===== src/rtl/tracker_pkg.sv =====
// Shared types and constants for the blob tracker: FSM states, the
// "no object" coordinate marker, default frame size and a saturating helper.
package tracker_pkg;

    typedef logic [10:0]        coord_t;
    typedef logic signed [11:0] vel_t;

    typedef enum logic [1:0] {
        SEARCH  = 2'd0,
        ACQUIRE = 2'd1,
        TRACK   = 2'd2,
        COAST   = 2'd3
    } track_state_t;

    localparam coord_t NOT_FOUND      = 11'd2023;
    localparam int     DEFAULT_WIDTH  = 640;
    localparam int     DEFAULT_HEIGHT = 480;

    // Coordinate plus velocity, saturated to the top of the signed 12-bit
    // range so a large forward jump cannot wrap negative before clamping.
    // The lower end cannot underflow because the coordinate is never negative.
    function automatic vel_t sat_add(input coord_t base, input vel_t step);
        logic signed [12:0] sum;
        sum = $signed({2'b00, base}) + $signed({step[11], step});
        if (sum > 13'sd2047) begin
            return 12'sd2047;
        end
        return sum[11:0];
    endfunction

endpackage


===== src/rtl/coord_clamp.sv =====
// Clamps a signed 12-bit predicted coordinate into the frame range [0, MAX].
module coord_clamp
    import tracker_pkg::*;
#(
    parameter int MAX = DEFAULT_WIDTH - 1
) (
    input  vel_t   value,
    output coord_t clamped
);

    localparam vel_t MAX_S = 12'(MAX);

    // Negative sums pin to 0, anything past the frame edge pins to MAX
    always_comb begin
        clamped = value[10:0];
        if (value < 12'sd0) begin
            clamped = '0;
        end else if (value > MAX_S) begin
            clamped = MAX_S[10:0];
        end
    end

endmodule


===== src/rtl/blob_tracker.sv =====
// Single-object blob tracker. Stage 1 registers the extreme points and
// derives found/centre/size; stage 2 runs the SEARCH/ACQUIRE/TRACK/COAST
// FSM, velocity and clamped next-frame prediction.
// Optional build macro BLOB_TRACKER_SMOOTH_EN: in TRACK the reported centre
// is the average of the previous and current centre.
module blob_tracker
    import tracker_pkg::*;
#(
    parameter int WIDTH      = DEFAULT_WIDTH,
    parameter int HEIGHT     = DEFAULT_HEIGHT,
    parameter int LOST_LIMIT = 4
) (
    input  logic         i_clk,
    input  logic         i_rst,
    input  logic         i_valid,
    input  coord_t [1:0] i_up,
    input  coord_t [1:0] i_left,
    input  coord_t [1:0] i_right,
    input  coord_t [1:0] i_down,
    output logic         o_valid,
    output logic         o_found,
    output logic         o_tracking,
    output coord_t       o_cx,
    output coord_t       o_cy,
    output coord_t       o_bw,
    output coord_t       o_bh,
    output vel_t         o_vx,
    output vel_t         o_vy,
    output coord_t       o_px,
    output coord_t       o_py
);

    localparam logic [3:0] LIMIT = 4'(LOST_LIMIT);

    // Only x of left/right and y of up/down matter for the bounding box
    coord_t      left_x, right_x, up_y, down_y;
    logic [11:0] sum_x, sum_y;
    logic        frame_found;
    logic        unused_bits;

    assign left_x      = i_left[1];
    assign right_x     = i_right[1];
    assign up_y        = i_up[0];
    assign down_y      = i_down[0];
    assign sum_x       = {1'b0, left_x} + {1'b0, right_x};
    assign sum_y       = {1'b0, up_y} + {1'b0, down_y};
    assign frame_found = (left_x != NOT_FOUND) && (up_y != NOT_FOUND) &&
                         (right_x >= left_x) && (down_y >= up_y);

    logic   s1_valid, s1_found;
    coord_t s1_cx, s1_cy, s1_bw, s1_bh;

    // Stage 1: capture detection result, centre and size of the incoming frame
    always_ff @(posedge i_clk) begin
        if (i_rst) begin
            s1_valid <= 1'b0;
            s1_found <= 1'b0;
            s1_cx    <= '0;
            s1_cy    <= '0;
            s1_bw    <= '0;
            s1_bh    <= '0;
        end else begin
            s1_valid <= i_valid;
            if (i_valid) begin
                s1_found <= frame_found;
                s1_cx    <= sum_x[11:1];
                s1_cy    <= sum_y[11:1];
                s1_bw    <= right_x - left_x + 11'd1;
                s1_bh    <= down_y - up_y + 11'd1;
            end
        end
    end

    track_state_t state_q, state_d;
    logic [3:0]   miss_q, miss_d;
    coord_t       prev_cx_q, prev_cy_q, prev_cx_d, prev_cy_d;
    coord_t       use_cx, use_cy;
    logic         found_d, enter_search;
    coord_t       cx_d, cy_d, bw_d, bh_d, base_x, base_y, px_d, py_d;
    vel_t         vx_d, vy_d, step_x, step_y, px_sum, py_sum;

`ifdef BLOB_TRACKER_SMOOTH_EN
    logic [11:0] avg_x, avg_y;
    assign avg_x = {1'b0, prev_cx_q} + {1'b0, s1_cx};
    assign avg_y = {1'b0, prev_cy_q} + {1'b0, s1_cy};

    // A found frame that lands in TRACK reports the averaged centre; ACQUIRE stays raw
    always_comb begin
        use_cx = s1_cx;
        use_cy = s1_cy;
        if (state_q != SEARCH) begin
            use_cx = avg_x[11:1];
            use_cy = avg_y[11:1];
        end
    end
    assign unused_bits = ^{i_left[0], i_right[0], i_up[1], i_down[1],
                           sum_x[0], sum_y[0], avg_x[0], avg_y[0]};
`else
    assign use_cx      = s1_cx;
    assign use_cy      = s1_cy;
    assign unused_bits = ^{i_left[0], i_right[0], i_up[1], i_down[1],
                           sum_x[0], sum_y[0]};
`endif

    // Stage 2: next state, velocity and prediction base for one stage-1 result
    always_comb begin
        state_d      = state_q;
        miss_d       = miss_q;
        found_d      = o_found;
        cx_d         = o_cx;
        cy_d         = o_cy;
        bw_d         = o_bw;
        bh_d         = o_bh;
        vx_d         = o_vx;
        vy_d         = o_vy;
        prev_cx_d    = prev_cx_q;
        prev_cy_d    = prev_cy_q;
        base_x       = o_px;
        base_y       = o_py;
        step_x       = 12'sd0;
        step_y       = 12'sd0;
        enter_search = 1'b0;
        if (s1_valid) begin
            found_d = s1_found;
            if (s1_found) begin
                state_d   = (state_q == SEARCH) ? ACQUIRE : TRACK;
                miss_d    = '0;
                cx_d      = use_cx;
                cy_d      = use_cy;
                bw_d      = s1_bw;
                bh_d      = s1_bh;
                vx_d      = 12'sd0;
                vy_d      = 12'sd0;
                if (state_q != SEARCH) begin
                    vx_d = $signed({1'b0, use_cx}) - $signed({1'b0, prev_cx_q});
                    vy_d = $signed({1'b0, use_cy}) - $signed({1'b0, prev_cy_q});
                end
                prev_cx_d = use_cx;
                prev_cy_d = use_cy;
                base_x    = use_cx;
                base_y    = use_cy;
                step_x    = vx_d;
                step_y    = vy_d;
            end else begin
                case (state_q)
                    SEARCH:  ;
                    ACQUIRE: enter_search = 1'b1;
                    TRACK: begin
                        miss_d = 4'd1;
                        if (miss_d == LIMIT) begin
                            enter_search = 1'b1;
                        end else begin
                            state_d = COAST;
                        end
                    end
                    COAST: begin
                        miss_d = miss_q + 4'd1;
                        if (miss_d == LIMIT) begin
                            enter_search = 1'b1;
                        end
                    end
                endcase
                if (enter_search) begin
                    state_d = SEARCH;
                    miss_d  = '0;
                    cx_d    = '0;
                    cy_d    = '0;
                    bw_d    = '0;
                    bh_d    = '0;
                    vx_d    = 12'sd0;
                    vy_d    = 12'sd0;
                end else if (state_d == COAST) begin
                    step_x = o_vx;
                    step_y = o_vy;
                end
            end
        end
    end

    assign px_sum = sat_add(base_x, step_x);
    assign py_sum = sat_add(base_y, step_y);

    coord_clamp #(.MAX(WIDTH - 1))  u_clamp_x (.value(px_sum), .clamped(px_d));
    coord_clamp #(.MAX(HEIGHT - 1)) u_clamp_y (.value(py_sum), .clamped(py_d));

    // Stage 2 register: state and outputs move only when a stage-1 result arrives
    always_ff @(posedge i_clk) begin
        if (i_rst) begin
            state_q   <= SEARCH;
            miss_q    <= '0;
            prev_cx_q <= '0;
            prev_cy_q <= '0;
            o_valid   <= 1'b0;
            o_found   <= 1'b0;
            o_cx      <= '0;
            o_cy      <= '0;
            o_bw      <= '0;
            o_bh      <= '0;
            o_vx      <= '0;
            o_vy      <= '0;
            o_px      <= '0;
            o_py      <= '0;
        end else begin
            o_valid <= s1_valid;
            if (s1_valid) begin
                state_q   <= state_d;
                miss_q    <= miss_d;
                prev_cx_q <= prev_cx_d;
                prev_cy_q <= prev_cy_d;
                o_found   <= found_d;
                o_cx      <= cx_d;
                o_cy      <= cy_d;
                o_bw      <= bw_d;
                o_bh      <= bh_d;
                o_vx      <= vx_d;
                o_vy      <= vy_d;
                o_px      <= px_d;
                o_py      <= py_d;
            end
        end
    end

    assign o_tracking = (state_q != SEARCH);

endmodule


===== config.mk =====
export PLATFORM = sky130hd
export DESIGN_NAME = blob_tracker
export DESIGN_NICKNAME = d
export VERILOG_FILES = /design/src/rtl/tracker_pkg.sv /design/src/rtl/coord_clamp.sv /design/src/rtl/blob_tracker.sv
export SDC_FILE = /design/constraint.sdc
export NUM_CORES = 1
export LEC_CHECK = 0
export ABC_AREA = 0
export CAP_MARGIN = 5
export CORE_MARGIN = 5
export CORE_UTILIZATION = 40
export CTS_BUF_LIST = sky130_fd_sc_hd__clkbuf_2 sky130_fd_sc_hd__clkbuf_4 sky130_fd_sc_hd__clkbuf_8
export DETAILED_ROUTE_END_ITERATION = 6
export PLACE_DENSITY = 0.65
export RECOVER_POWER = 25
export SLEW_MARGIN = 40
export SYNTH_ARGS = -nofsm -noshare
export SYNTH_HDL_FRONTEND = slang
export SYNTH_HIERARCHICAL = 1
export SYNTH_SLANG_ARGS = --single-unit

===== constraint.sdc =====
create_clock -name i_clk -period 4.3 [get_ports i_clk]
set_input_delay 1.29 -clock i_clk [delete_from_list [all_inputs] [get_ports i_clk]]
set_output_delay 1.29 -clock i_clk [all_outputs]
set_load 0.02 [all_outputs]

Word level (Yosys, flattened, before mapping)

Cells that the tools add are included.

Add/subtract/negate cells: 11
Order comparisons: 8
Eq/ne operators: 7
Multiplexer cells: 45
Reductions and logical operators: 10

Operators by type and width:

| cell                    | count |
|---|---|
| $mux W12                | 17 |
| $mux W11                | 13 |
| $add A12 B12 Y13        | 2 |
| $gt A13 B12 Y1 const B  | 2 |
| $add A11 B11 Y12        | 2 |
| $lt A12 B1 Y1 const B   | 2 |
| $sub A11 B11 Y12        | 2 |
| $add A11 B1 Y11 const B | 2 |
| $ge A11 B11 Y1          | 2 |
| $ne A11 B11 Y1 const B  | 2 |
| $sub A11 B11 Y11        | 2 |
| $gt A12 B10 Y1 const B  | 1 |
| $gt A12 B11 Y1 const B  | 1 |
| $mux W2                 | 6 |
| $mux W4                 | 2 |
| $pmux W4 S2             | 1 |
| $eq A2 B2 Y1 const B    | 3 |
| $reduce_and A2 Y1       | 3 |
| $mux W1                 | 5 |
| $add A4 B1 Y4 const B   | 1 |
| $eq A4 B3 Y1 const B    | 1 |
| $reduce_bool A2 Y1      | 2 |
| $reduce_bool A4 Y1      | 1 |
| $logic_and A1 B1 Y1     | 3 |
| other kinds (3)         | 3 |

Register bits after elaboration: 166
Input bits: 91
Output and inout port bits: 93
Logic and storage cells: 101

Longest topological paths before layout

Gate-level depths: netlist of run 1.

Depth after elaboration: 16
Gate-level depth with buffers: 23
Gate-level depth less buffers: 21

Modules after synthesis

Netlist of run 1, hierarchy kept.

By module, submodules not included:

| module                   | times used | cells each | area each (µm²) | seq. area each (µm²) |
|---|---|---|---|---|
| blob_tracker             | 1          | 1368       | 10906.7         | 3323.2 |
| coord_clamp at u_clamp_y | 1          | 25         | 137.6           | 0.0 |
| coord_clamp at u_clamp_x | 1          | 24         | 130.1           | 0.0 |

Worst setup path before layout of run 1

Ideal clock, no wire load.

Path type: register to register
Start: register miss_q[0]
End: register o_py[5]
Setup time: 0.065 ns
Arrival time: 4.044 ns
Data required time: 4.235 ns
Path slack: 0.191 ns
Cell stages (with the launch flop): 20
Buffers on the path: 3
Clock period less this slack: 4.109 ns
Cells stage by stage: dfxtp_1 ha_1 and4bb_4 nor3b_4 clkbuf_1 a22oi_1 nor2_1 ha_1 a211o_1 a211oi_1 o211ai_1 a31oi_1 or2_1 buf_6 o21ai_2 clkbuf_1 or4b_1 a31oi_1 mux2i_1 nor2_1

Longest elaborated chain between the ends: 16
Elaborated cells on any way between the ends: 17
Those cells by class: add/sub: 2; order compare: 3; eq/ne: 1; mux: 11

Ends and longest elaborated chain:

| what                   | line                | text |
|---|---|---|
| from (decl)            | blob_tracker.sv:75  | `logic [3:0] miss_q, miss_d;` |
| from (signal assigned) | blob_tracker.sv:207 | `miss_q <= miss_d;` |
| $add A4 B1 Y4 (*)      | blob_tracker.sv:157 | `miss_d = miss_q + 4'd1;` |
| $eq A4 B3 Y1 (*)       | blob_tracker.sv:158 | `if (miss_d == LIMIT) begin` |
| $mux W1 (*)            | blob_tracker.sv:158 |  |
| $pmux W1 S2 (*)        | blob_tracker.sv:145 | `case (state_q)` |
| $mux W1 (*)            | blob_tracker.sv:125 | `if (s1_found) begin` |
| $mux W1 (*)            | blob_tracker.sv:123 | `if (s1_valid) begin` |
| $mux W12 (*)           | blob_tracker.sv:163 | `if (enter_search) begin` |
| $mux W12 (*)           | blob_tracker.sv:125 |  |
| [... 2 more ...]       | n/a                 |  |
| $gt A13 B12 Y1         | tracker_pkg.sv:25   | `if (sum > 13'sd2047) begin` |
| $mux W1                | tracker_pkg.sv:25   |  |
| $mux W12 (*)           | tracker_pkg.sv:28   | `return sum[11:0];` |
| named net py_sum[10]   | blob_tracker.sv:80  | `vel_t vx_d, vy_d, step_x, step_y, px_sum, py_sum;` |
| $gt A12 B10 Y1         | coord_clamp.sv:18   | `end else if (value > MAX_S) begin` |
| $mux W11               | coord_clamp.sv:18   |  |
| $mux W11 (*)           | coord_clamp.sv:16   | `if (value < 12'sd0) begin` |
| named net py_d[5]      | blob_tracker.sv:79  | `coord_t cx_d, cy_d, bw_d, bh_d, base_x, base_y, px_d, py_d;` |
| to (signal assigned)   | blob_tracker.sv:218 | `o_py <= py_d;` |
| to (decl)              | blob_tracker.sv:30  | `output coord_t o_py` |

The timed path passes the listed nets; every way through them passes the cells marked *. The select of a mux whose other input is x is not followed.
A chain may end at the register's enable or synchronous reset.

Worst setup path after layout of run 1

Start: register s1_cx[1]
End: register o_px[2]

Longest elaborated chain between the ends: 11
Elaborated cells on any way between the ends: 14
Those cells by class: add/sub: 2; order compare: 3; mux: 9

Ends and longest elaborated chain:

| what                   | line                | text |
|---|---|---|
| from (decl)            | blob_tracker.sv:51  | `coord_t s1_cx, s1_cy, s1_bw, s1_bh;` |
| from (signal assigned) | blob_tracker.sv:66  | `s1_cx <= sum_x[11:1];` |
| $sub A11 B11 Y12       | blob_tracker.sv:135 | `vx_d = $signed({1'b0, use_cx}) - $signed({1'b0, prev_cx_q});` |
| $mux W12               | blob_tracker.sv:134 | `if (state_q != SEARCH) begin` |
| $mux W12               | blob_tracker.sv:125 |  |
| $mux W12               | blob_tracker.sv:123 |  |
| $add A12 B12 Y13 (*)   | tracker_pkg.sv:24   | `sum = $signed({2'b00, base}) + $signed({step[11], step});` |
| $gt A13 B12 Y1         | tracker_pkg.sv:25   |  |
| $mux W1                | tracker_pkg.sv:25   |  |
| $mux W12 (*)           | tracker_pkg.sv:28   |  |
| named net px_sum[9]    | blob_tracker.sv:80  |  |
| $gt A12 B11 Y1         | coord_clamp.sv:18   |  |
| $mux W11               | coord_clamp.sv:18   |  |
| $mux W11 (*)           | coord_clamp.sv:16   |  |
| named net px_d[2]      | blob_tracker.sv:79  |  |
| to (signal assigned)   | blob_tracker.sv:217 | `o_px <= px_d;` |
| to (decl)              | blob_tracker.sv:29  | `output coord_t o_px,` |

The timed path passes the listed nets; every way through them passes the cells marked *.

==> results.md, run 1 <==
* Status: complete, no violations
* Max VDD drop at 0.1483 mV
* Fin util at 0.5026
* Ant diodes at 0
* Pwr/cell area at 266.6 mW/mm2
* Crit path DAT at 4.60 ns
* Vias per std cell at 5.338
* Sequential element share of the synthesized area at 0.2974
* Design area at 0.01392 mm2
* Max clock buf depth at 2
* Pre-antenna DRT Iters at 5
* EDFF count, synth at 0
* Yosys warnings at 6
* Synth top cells by count: nand2_1, nor2_1, dfxtp_1
* DRC viols at 0
* Yosys top cell area share at 0.2974
* I/O Pins at 184
* Setup WS post-layout at 0.1046 ns
* Die Span Y at 177.1 um
* Count of final hold-check violations at 0
* PortBufs at 139
* Max-cap viol count at 0
* # rows at 61
* Via count at 10500
* Aggregate negative setup slack at 0 ns
* Synth area leaders: dfxtp_1, ha_1, nand2_1
* H-tree depth at 4
* CP Capture Type: register
* Fin nets at 1796
* Mapped cell area at 0.01117 mm2
* Crit path kind: register to register
* Grt ovf at 0
* Final ANT Viol Nets at 0
* Global-route wire length before repair at 52.89 mm
* Count of pins over their slew limit at 0
* Synth unique cells at 73
* Crit path max fanout at 7
* Fin cells at 1967
* Synth Flop Type: dfxtp_1
* Wire per inst at 17.06 um
* Top-count cell post-synth: nand2_1
* Worst path required time at 4.71 ns
* Worst setup SP type: register
* Register bit total from synthesis at 166
* Type of the most critical hold path: register to register
* Final HPWL DP at 25.32 mm
* Leak at 5.587 nW
* RSZ-0062 raised after global routing: true
* Fin Clk Skew at 0.01844 ns
* Detailed Route WL at 33.56 mm
* GRT Util Overall at 0.2081
* Share of cells above drive strength 1 at 0.1101
* Placed instance area at 0.01325 mm2
* TritonCTS buffer count at 17
* Placed cell count at 1930
* Clock latency on the worst-skew pair at 0.47 ns
* Drt first-iter violations at 610
* CTS root buf: clkbuf_8
* RePlAce Congestion at 0.8852
* Pin count of the biggest net entering global routing at 89
* CORE AREA at 0.02771 mm2
* Cells after Synth at 1417
* Ys async rst share at 0
* TritonCTS clock tree: built
* Pwr Total at 3.711 mW
* Relative slew margins at 0.5163
* Min Hold Slack at 0.4583 ns
* P&R area growth vs syn at 24.60%
* Die Footprint at 0.03138 mm2
* Vias in the first global route at 9952
* Starting Density at 0.4033
* Final setup viols at 0
* Hold buffer count at CTS at 0
* CTS clk-pin slew, worst paths at 0.10 ns
* Tcrit/Tclk final at 0.9757
* Avg Cell Area, Syn at 7.886 um2
* Dpl ws at -0.04605 ns
* Fmax at 238.4 MHz
* Worst-Margin Slew at 0.7229 ns
* CTS Sinks at 166
* Post-synth top area cell: dfxtp_1
* Initial antenna violation count at 0
* Tmin final at 4.195 ns
* Die W at 177.1 um
timing repair:
item	4_1_cts	5_1_grt
hold endpoints to repair	0	0
endpoints found under the setup margin	9	19
gates resized for setup	2	63
cloned	0	1
setup buffers	1	5
pin swaps	1	36
logic make-up after synthesis:
group,count (synthesis),share of synthesized area
flip-flops,166,0.2974
AND/OR/NAND/NOR,509,0.2110
other,2,0.0006721
multiplexers,30,0.02687
XOR/XNOR,44,0.03449
AO/OA/AOI/OAI,370,0.2150
adder cells (fa/ha/maj),127,0.1530
buffers and inverters,169,0.06170
registers in the layout, indices dropped and copies added (netlist names), 2 cells and up:
register and cells:
miss_q 4, o_bh 11, o_bw 11, o_cx 11, o_cy 11, o_px 11
o_py 11, o_vx 12, o_vy 12, prev_cx_q 11, prev_cy_q 11, s1_bh 11
s1_bw 11, s1_cx 11, s1_cy 11, state_q 2
cells in the final DEF (no fill, tap or decap), types with 15 or more instances in the layout:
cell type / Yosys / final
nand2_1: 182 / 181
dfxtp_1: 166 / 163
nor2_1: 167 / 162
clkdlybuf4s50_1: 0 / 137
a21oi_1: 131 / 126
ha_1: 111 / 105
inv_1: 96 / 95
buf_4: 4 / 66
xnor2_1: 35 / 34
a211oi_1: 37 / 34
o21ai_0: 34 / 30
mux2i_1: 30 / 30
a22oi_1: 25 / 25
nor3_1: 28 / 25
clkbuf_8: 0 / 19
nand3b_1: 18 / 18
nand2b_1: 17 / 17
nand3_1: 16 / 16
o21ai_1: 19 / 15
per-layer routing:
metal	vias to the layer above	routed length (um)	track usage
met4	0	847	0.05770
met2	246	15510	0.3392
li1	5287	-	-
met3	43	1452	0.03311
met5	-	0	0
met1	4923	15740	0.2867
critical path: stages, from the launching register on:
cell and delay (ns):
dfxtp_1 0.40, ha_4 0.22, nor2b_4 0.12, o31a_1 0.30, or4_4 0.52, a311oi_2 0.29, buf_4 0.16, or3_4 0.11
a21oi_2 0.07, ha_2 0.19, or4_4 0.42, nor2_2 0.12, a211o_1 0.17, a41oi_2 0.11, buf_6 0.16, o21ai_4 0.19
o21ai_2 0.07, buf_4 0.16, a21oi_1 0.15, mux2i_1 0.10, nor2_1 0.09
final timing paths:
kind | startpoint | endpoint | slack (ns) | cells after the start
worst max-delay path | s1_cx[1] | o_px[2] | 0.10 | 20
worst min register to register | prev_cx_q[9] | prev_cx_q[9] | 0.46 | 2
worst min-delay path | prev_cx_q[9] | prev_cx_q[9] | 0.46 | 2
worst max register to register | s1_cx[1] | o_px[2] | 0.10 | 20
where the power goes:
part	switching (mW)	leakage [nW]	internal, mW
Combinational	0.533	4.06	0.425
Sequential	0.0501	1.35	1.60
Clock	0.623	0.180	0.484
final cells by class:
class                   instances  area [um2]
inverters                      98       367.9
fillers                      2732       13780
clock buffers                  19       261.5
clock inverters                11       102.6
repair buffers                212        1973
well taps                     378       473.0
multi-input cells            1083        7418
flip-flops and latches        166        3327
Note: power is estimated with default switching activity, not from simulation.
==> run 2: changes to the inputs <==
--- a/config.mk
+++ b/config.mk
@@ -7,7 +7,6 @@
 export LEC_CHECK = 0
 export ABC_AREA = 0
 export CAP_MARGIN = 5
-export CORE_MARGIN = 5
 export CORE_UTILIZATION = 40
 export CTS_BUF_LIST = sky130_fd_sc_hd__clkbuf_2 sky130_fd_sc_hd__clkbuf_4 sky130_fd_sc_hd__clkbuf_8
 export DETAILED_ROUTE_END_ITERATION = 6
==> run 2 against run 1 <==
Against the previous run:
- the run now ends with max-capacitance violations, max-slew violations left
- total power rose by 2.0%
- utilization rose by 1.0 points
- fmax fell by 0.88%
- clock skew rose by 0.00077 ns
- global-route usage rose by 2.3 points
- sequential share of layout area barely moved
- clock power rose by 6%
- critical path type unchanged
- highest routed layer unchanged
==> results.md, run 2 (synthesis gave the netlist of run 1 again) <==
* Crit-path max cell delay at 0.55 ns
* CORE AREA at 0.02718 mm2
* Max clock buf depth at 2
* RSZ-0062 raised after global routing: true
* Fmax at 236.3 MHz
* Fin nets at 1794
* Count of pins over their slew limit at 125
* Initial antenna violation count at 1
* Fin cells at 1961
* Final ANT Viol Nets at 0
* Tcrit/Tclk final at 0.9844
* Aggregate negative setup slack at 0 ns
* CTS clk-pin slew, worst paths at 0.10 ns
* Vias in the first global route at 9866
* Count of final hold-check violations at 0
* Failing checks: max-capacitance violations, max-slew violations
* R2R cell count at 19
* Largest regs: o_vx: 12 flops, o_vy: 12 flops
* Via count at 10630
* FILL cells at 2654
* P&R area growth vs syn at 24.72%
* GRT Util Overall at 0.2310
* Leak at 5.577 nW
* Type of the most critical hold path: register to register
* TritonCTS buffer count at 17
* Reg2reg end: o_px[8]
* CP Capture Type: register
* Tmin final at 4.233 ns
* Worst-Margin Slew at 2.037 ns
* Final HPWL DP at 25.08 mm
* Drt first-iter violations at 744
* Critical path origin: prev_cx_q[1]
* PortBufs at 139
* Status: complete, but fails checks
* Pwr/cell area at 271.7 mW/mm2
* CTS root buf: clkbuf_8
* Crit path kind: register to register
* Die Footprint at 0.02861 mm2
* R2r setup slk at 0.07 ns
* Die Span Y at 169.1 um
* Max VDD drop at 0.1642 mV
* H-tree depth at 4
* CTS Sinks at 166
* Worst-path cell chain: inv_4 > ha_4 > nor2b_4 > o31a_1 > or4_4 > a311oi_2 > or3_1 > a21oi_2 > ha_4 > or4_4 > nor2_2 > a211o_1 > a41oi_4 > o21ai_2 > buf_4 > nor3_4 > and2_1 > mux2i_1 > nor2_1
* CP endpoint: o_px[8]
* Fin Clk Skew at 0.01921 ns
* Share of cells above drive strength 1 at 0.1101
* Crit path DAT at 4.58 ns
* Worst setup SP type: register
* Starting Density at 0.4112
* Grt ovf at 0
* Hold buffer count at CTS at 0
* Pre-antenna DRT Iters at 7
* Worst path required time at 4.65 ns
* # rows at 60
* Max-cap viol count at 2
* TritonCTS clock tree: built
* Commonest non-fill, non-tap cell in the layout: nand2_1
* Detailed Route WL at 33.13 mm
* Stages on worst setup path at 19
* DRC viols at 0
* Pin count of the biggest net entering global routing at 76
* Die W at 169.1 um
* I/O Pins at 184
* Ant diodes at 0
* Crit path max fanout at 5
* Vias per std cell at 5.422
* Relative slew margins at -0.3583
* Reg-to-reg critical path startpoint: prev_cx_q[1]
* Global-route wire length before repair at 52.13 mm
* Worst Path Buf+Inv at 2
* Pwr Total at 3.787 mW
* Max stage delay cell, worst path: or4_4
* Placed cell count at 1917
* Final setup viols at 0
* Most frequent cells in the layout: nand2_1, nor2_1, dfxtp_1
* Clock latency on the worst-skew pair at 0.47 ns
* Wire per inst at 16.89 um
* RePlAce Congestion at 0.9090
* Top Family by Delay on Critical Path: simple AND/OR/NAND/NOR gates
-- run 2: cell types whose count changed in the layout (fill, tap and decap cells not counted), sizes merged --
cell | before | now
buf | 75 | 68
clkbuf | 19 | 24
inv | 98 | 100
bufinv | 1 | 2
clkdlybuf4s50 | 137 | 136
clkinv | 7 | 6
dlygate4sd3 | 0 | 1
-- run 2: area by class of cell --
type / count / area, um2 / share of cell area
flip-flops and latches: 166 / 3328 / 0.2388
clock buffers: 19 / 255.2 / 0.01831
repair buffers: 210 / 1921 / 0.1378
well taps: 372 / 465.4 / 0.03340
inverters: 98 / 370.4 / 0.02657
multi-input cells: 1083 / 7450 / 0.5345
clock inverters: 13 / 147.6 / 0.01059
-- run 2: repair_timing --
item / in CTS / in global routing
gates resized for setup: 2 / 64
endpoints found under the setup margin: 7 / 19
pin swaps: 1 / 28
buffers inserted: 1 / 11
-- run 2: how the worst min path moves through the flow --
stage | from | endpoint | slack, ns | cells after the start
after floorplan | prev_cx_q[10] | prev_cx_q[10] | 0.44 | 2
after global placement | o_cx[1] | o_cx[1] | 0.44 | 2
after detailed placement | o_cx[0] | o_cx[0] | 0.45 | 2
after CTS | prev_cy_q[5] | prev_cy_q[5] | 0.46 | 2
after global routing | o_cy[6] | o_cy[6] | 0.47 | 2
final | o_cx[0] | o_cx[0] | 0.46 | 2
-- run 2: power breakdown --
part	switching (mW)	internal, mW
Combinational	0.535	0.421
Sequential	0.0523	1.60
Clock	0.636	0.547
Total	1.22	2.56
-- run 2: worst reg2reg max path: cells and delay by family, from the launching register on --
family	cells	cell delay, ns
adder cells (fa/ha/maj)	2	0.39
flip-flops	1	0.37
AND/OR/NAND/NOR	8	1.65
multiplexers	1	0.14
AO/OA/AOI/OAI	6	1.37
buffers and inverters	2	0.20
-- run 2: metrics by stage --
| step | util | hold WS (ns) | instance area [um2] | setup WS, ns |
|---|---|---|---|---|
| finish | 0.5128 | 0.4565 | 13940 | 0.06721 |
| global route | 0.5128 | 0.4725 | 13940 | -0.1342 |
| CTS | 0.5000 | 0.4589 | 13590 | 0.05904 |
| detailed placement | 0.4845 | 0.4464 | 13170 | -0.02777 |
| global placement | 0.4843 | 0.4427 | 13160 | -0.03374 |
| floorplan | - | 0.4363 | 11180 | 0.1905 |
-- run 2: per-layer routing --
metal | GRT usage | up-vias | wire (um)
li1 | - | 5278 | -
met5 | 0 | - | 0
met2 | 0.3734 | 320 | 15190
met4 | 0.05993 | 0 | 487
met1 | 0.3218 | 5011 | 15610
met3 | 0.03242 | 24 | 1840
==> run 3: changes to the inputs <==
--- a/config.mk
+++ b/config.mk
@@ -9,6 +9,7 @@
 export CAP_MARGIN = 5
 export CORE_UTILIZATION = 40
 export CTS_BUF_LIST = sky130_fd_sc_hd__clkbuf_2 sky130_fd_sc_hd__clkbuf_4 sky130_fd_sc_hd__clkbuf_8
+export CTS_CLUSTER_DIAMETER = 80
 export DETAILED_ROUTE_END_ITERATION = 6
 export PLACE_DENSITY = 0.65
 export RECOVER_POWER = 25
==> results of run 3 <==
Same layout as run 2: the final DEF is identical, and so are final timing and power.
==> RTL edit, RTL diff (flow settings as in run 1) <==
Encoding of `track_state_t`: now one-hot (4 bits for 4 states).
--- a/src/rtl/tracker_pkg.sv
+++ b/src/rtl/tracker_pkg.sv
@@ -7,7 +7,7 @@
 
-    typedef enum logic [1:0] {
-        SEARCH  = 2'd0,
-        ACQUIRE = 2'd1,
-        TRACK   = 2'd2,
-        COAST   = 2'd3
+    typedef enum logic [3:0] {
+        SEARCH  = 4'b0001,
+        ACQUIRE = 4'b0010,
+        TRACK   = 4'b0100,
+        COAST   = 4'b1000
     } track_state_t;
Function: same outputs for any inputs over 4 cycles, from zero or initial values and one cycle with i_rst high; so few cycles prove little.
==> RTL edit against run 1 <==
- the run now ends with max-capacitance violations, max-slew violations left
- critical endpoint is now o_py[5]
- synthesized area down 0.73%
- synthesized cell count is 3.5% lower
- cell count down 1.6%
- worst hold slack worse by 0.0015 ns
- sequential cell count increased by 2
- combinational power decreased by 6.3%
- critical path type unchanged
- wire length decreased by 4.9%
- core utilization rose by 0.35 points
- die area down 0.69%
- cell area grew 0.13%
- worst setup slack improved by 0.094 ns
- total power up 3.5%
==> RTL edit: results (changes against run 1) <==
| Metric | Value |
|---|---|
| Avg Synthesized Cell Area | `8.11 um2 (+2.8%)` |
| Worst clock skew | `0.0204 ns (+0.00199 ns)` |
| Pins Over Slew Limit | `41 (+41)` |
| Last weighted congestion value of the routability-driven placer | `0.900 (+1.6%)` |
| Hold path startpoint | `prev_cy_q[2]` |
| Antenna violations before repair | `1 (+1)` |
| Max Cap Violations | `1 (+1)` |
| Run status | `finished, violations left` |
| Fraction of final layout cells sized beyond drive strength 1 | `11.5% (+0.48 points)` |
| Mean routed wirelength per cell | `16.5 um (-3.3%)` |
| Global routing usage summed across all routing layers | `20.2% (-0.57 points)` |
| Violations in the final reports | `max-capacitance violations, max-slew violations` |
| Slew at the pin with the worst max-slew slack | `1.99 ns (+1.27 ns)` |
| Wire length of the first global-routing pass | `51,300 um (-3.0%)` |
| Commonest cells post-synth | `sky130_fd_sc_hd__dfxtp_1 (168), sky130_fd_sc_hd__nand2_1 (160), sky130_fd_sc_hd__nor2_1 (156)` |
| Final cell count without fillers | `1,935 (-1.6%)` |
| Worst hold-check slack | `0.457 ns (-0.00146 ns)` |
| Complex-gate fraction of the synthesized area | `21.1% (-0.42 points)` |
| Ratio of routed vias to standard cells | `5.35 (+0.32%)` |
| Resized cells post-CTS | `0 (-2)` |
| Area share of xor/xnor cells in the synthesized design | `4.11% (+0.66 points)` |
| Worst setup slack before clock tree synthesis | `0.0237 ns (+0.0697 ns)` |
| Portion of netlist area occupied by mux cells | `3.16% (+0.47 points)` |
| Count of unique library cells instantiated by Yosys | `75 (+2.7%)` |
| Family of cells with the greatest summed delay on the critical path | `compound AO/OA/AOI/OAI gates` |
| Share of synthesized area occupied by flip-flops and latches | `30.3% (+0.58 points)` |
| WP data arrival | `4.50 ns (-0.10 ns)` |
| Cell area after placement | `0.0133 mm2 (+0.11%)` |
| HPWL after DPL | `24,500 um (-3.2%)` |
| Final critical delay including setup and external delays | `4.10 ns (-0.0935 ns)` |
| Largest net degree at the start of global routing | `53 (-40%)` |
| Reg-to-reg slack, setup | `0.20 ns (+0.09 ns)` |
==> RTL edit: routing by layer <==
layer | part of all wire (%) | global-route usage, % | vias up
li1 | - | - | 5180
met1 | 47 | 28.2 | 4870
met2 | 45 | 32.5 | 283
met3 | 6.8 | 4.41 | 26
met4 | 1.2 | 4.03 | 2
met5 | 0.041 | 0 | -
==> RTL edit: cell families (layout without fill, tap and decap cells) <==
family / Yosys count / after routing
compound gates: 340 / 340
xor+xnor: 52 / 52
fa+ha+maj: 128 / 128
buf+inv: 171 / 359
flops: 168 / 168
mux: 35 / 35
other cells: 2 / 3
simple gates: 472 / 472
==> RTL edit: per-stage QoR <==
stage          utilization, %  TNS, ns
6_report                 50.6        0
5_1_grt                  50.6   -0.691
3_5_place_dp             48.1        0
4_1_cts                  49.7        0
3_3_place_gp             48.1        0
2_1_floorplan               -        0
==> RTL edit: power by group <==
part | internal (mW) | switching [mW] | leakage, nW
Combinational | 0.405 | 0.493 | 4.11
Sequential | 1.61 | 0.0494 | 1.37
Clock | 0.669 | 0.610 | 0.211
Total | 2.69 | 1.15 | 5.69
==> RTL edit: worst paths after layout <==
check                 endpoint  depth (start not counted)
hold / removal    prev_cy_q[2]                          2
setup / recovery       o_py[5]                         22
setup reg to reg       o_py[5]                         22
hold reg to reg   prev_cy_q[2]                          2
==> RTL edit: worst reg2reg max path, cell delays in order, from the launching register on <==
cell and delay, ns:
sky130_fd_sc_hd__dfxtp_2 0.33, sky130_fd_sc_hd__inv_2 0.06, sky130_fd_sc_hd__ha_4 0.13, sky130_fd_sc_hd__inv_2 0.04, sky130_fd_sc_hd__fa_2 0.36, sky130_fd_sc_hd__a21o_1 0.21
sky130_fd_sc_hd__a211oi_2 0.26, sky130_fd_sc_hd__o21bai_1 0.11, sky130_fd_sc_hd__xor2_1 0.16, sky130_fd_sc_hd__nand2_1 0.10, sky130_fd_sc_hd__a21oi_2 0.19, sky130_fd_sc_hd__ha_4 0.24
sky130_fd_sc_hd__buf_6 0.12, sky130_fd_sc_hd__o21a_1 0.17, sky130_fd_sc_hd__nor2_2 0.13, sky130_fd_sc_hd__o21ai_1 0.09, sky130_fd_sc_hd__o21a_1 0.16, sky130_fd_sc_hd__xnor2_1 0.21
sky130_fd_sc_hd__o211ai_2 0.13, sky130_fd_sc_hd__or4b_1 0.52, sky130_fd_sc_hd__a31oi_1 0.15, sky130_fd_sc_hd__mux2i_1 0.09, sky130_fd_sc_hd__nor2_1 0.11
==> RTL edit: area by class of cell <==
| type | instances | area, um2 |
|---|---|---|
| fillers | 2622 | 13600 |
| well taps | 378 | 473 |
| repair buffers | 224 | 2030 |
| clock buffers | 20 | 269 |
| multi-input cells | 1030 | 7240 |
| inverters | 105 | 394 |
| flip-flops and latches | 168 | 3370 |
| clock inverters | 10 | 169 |
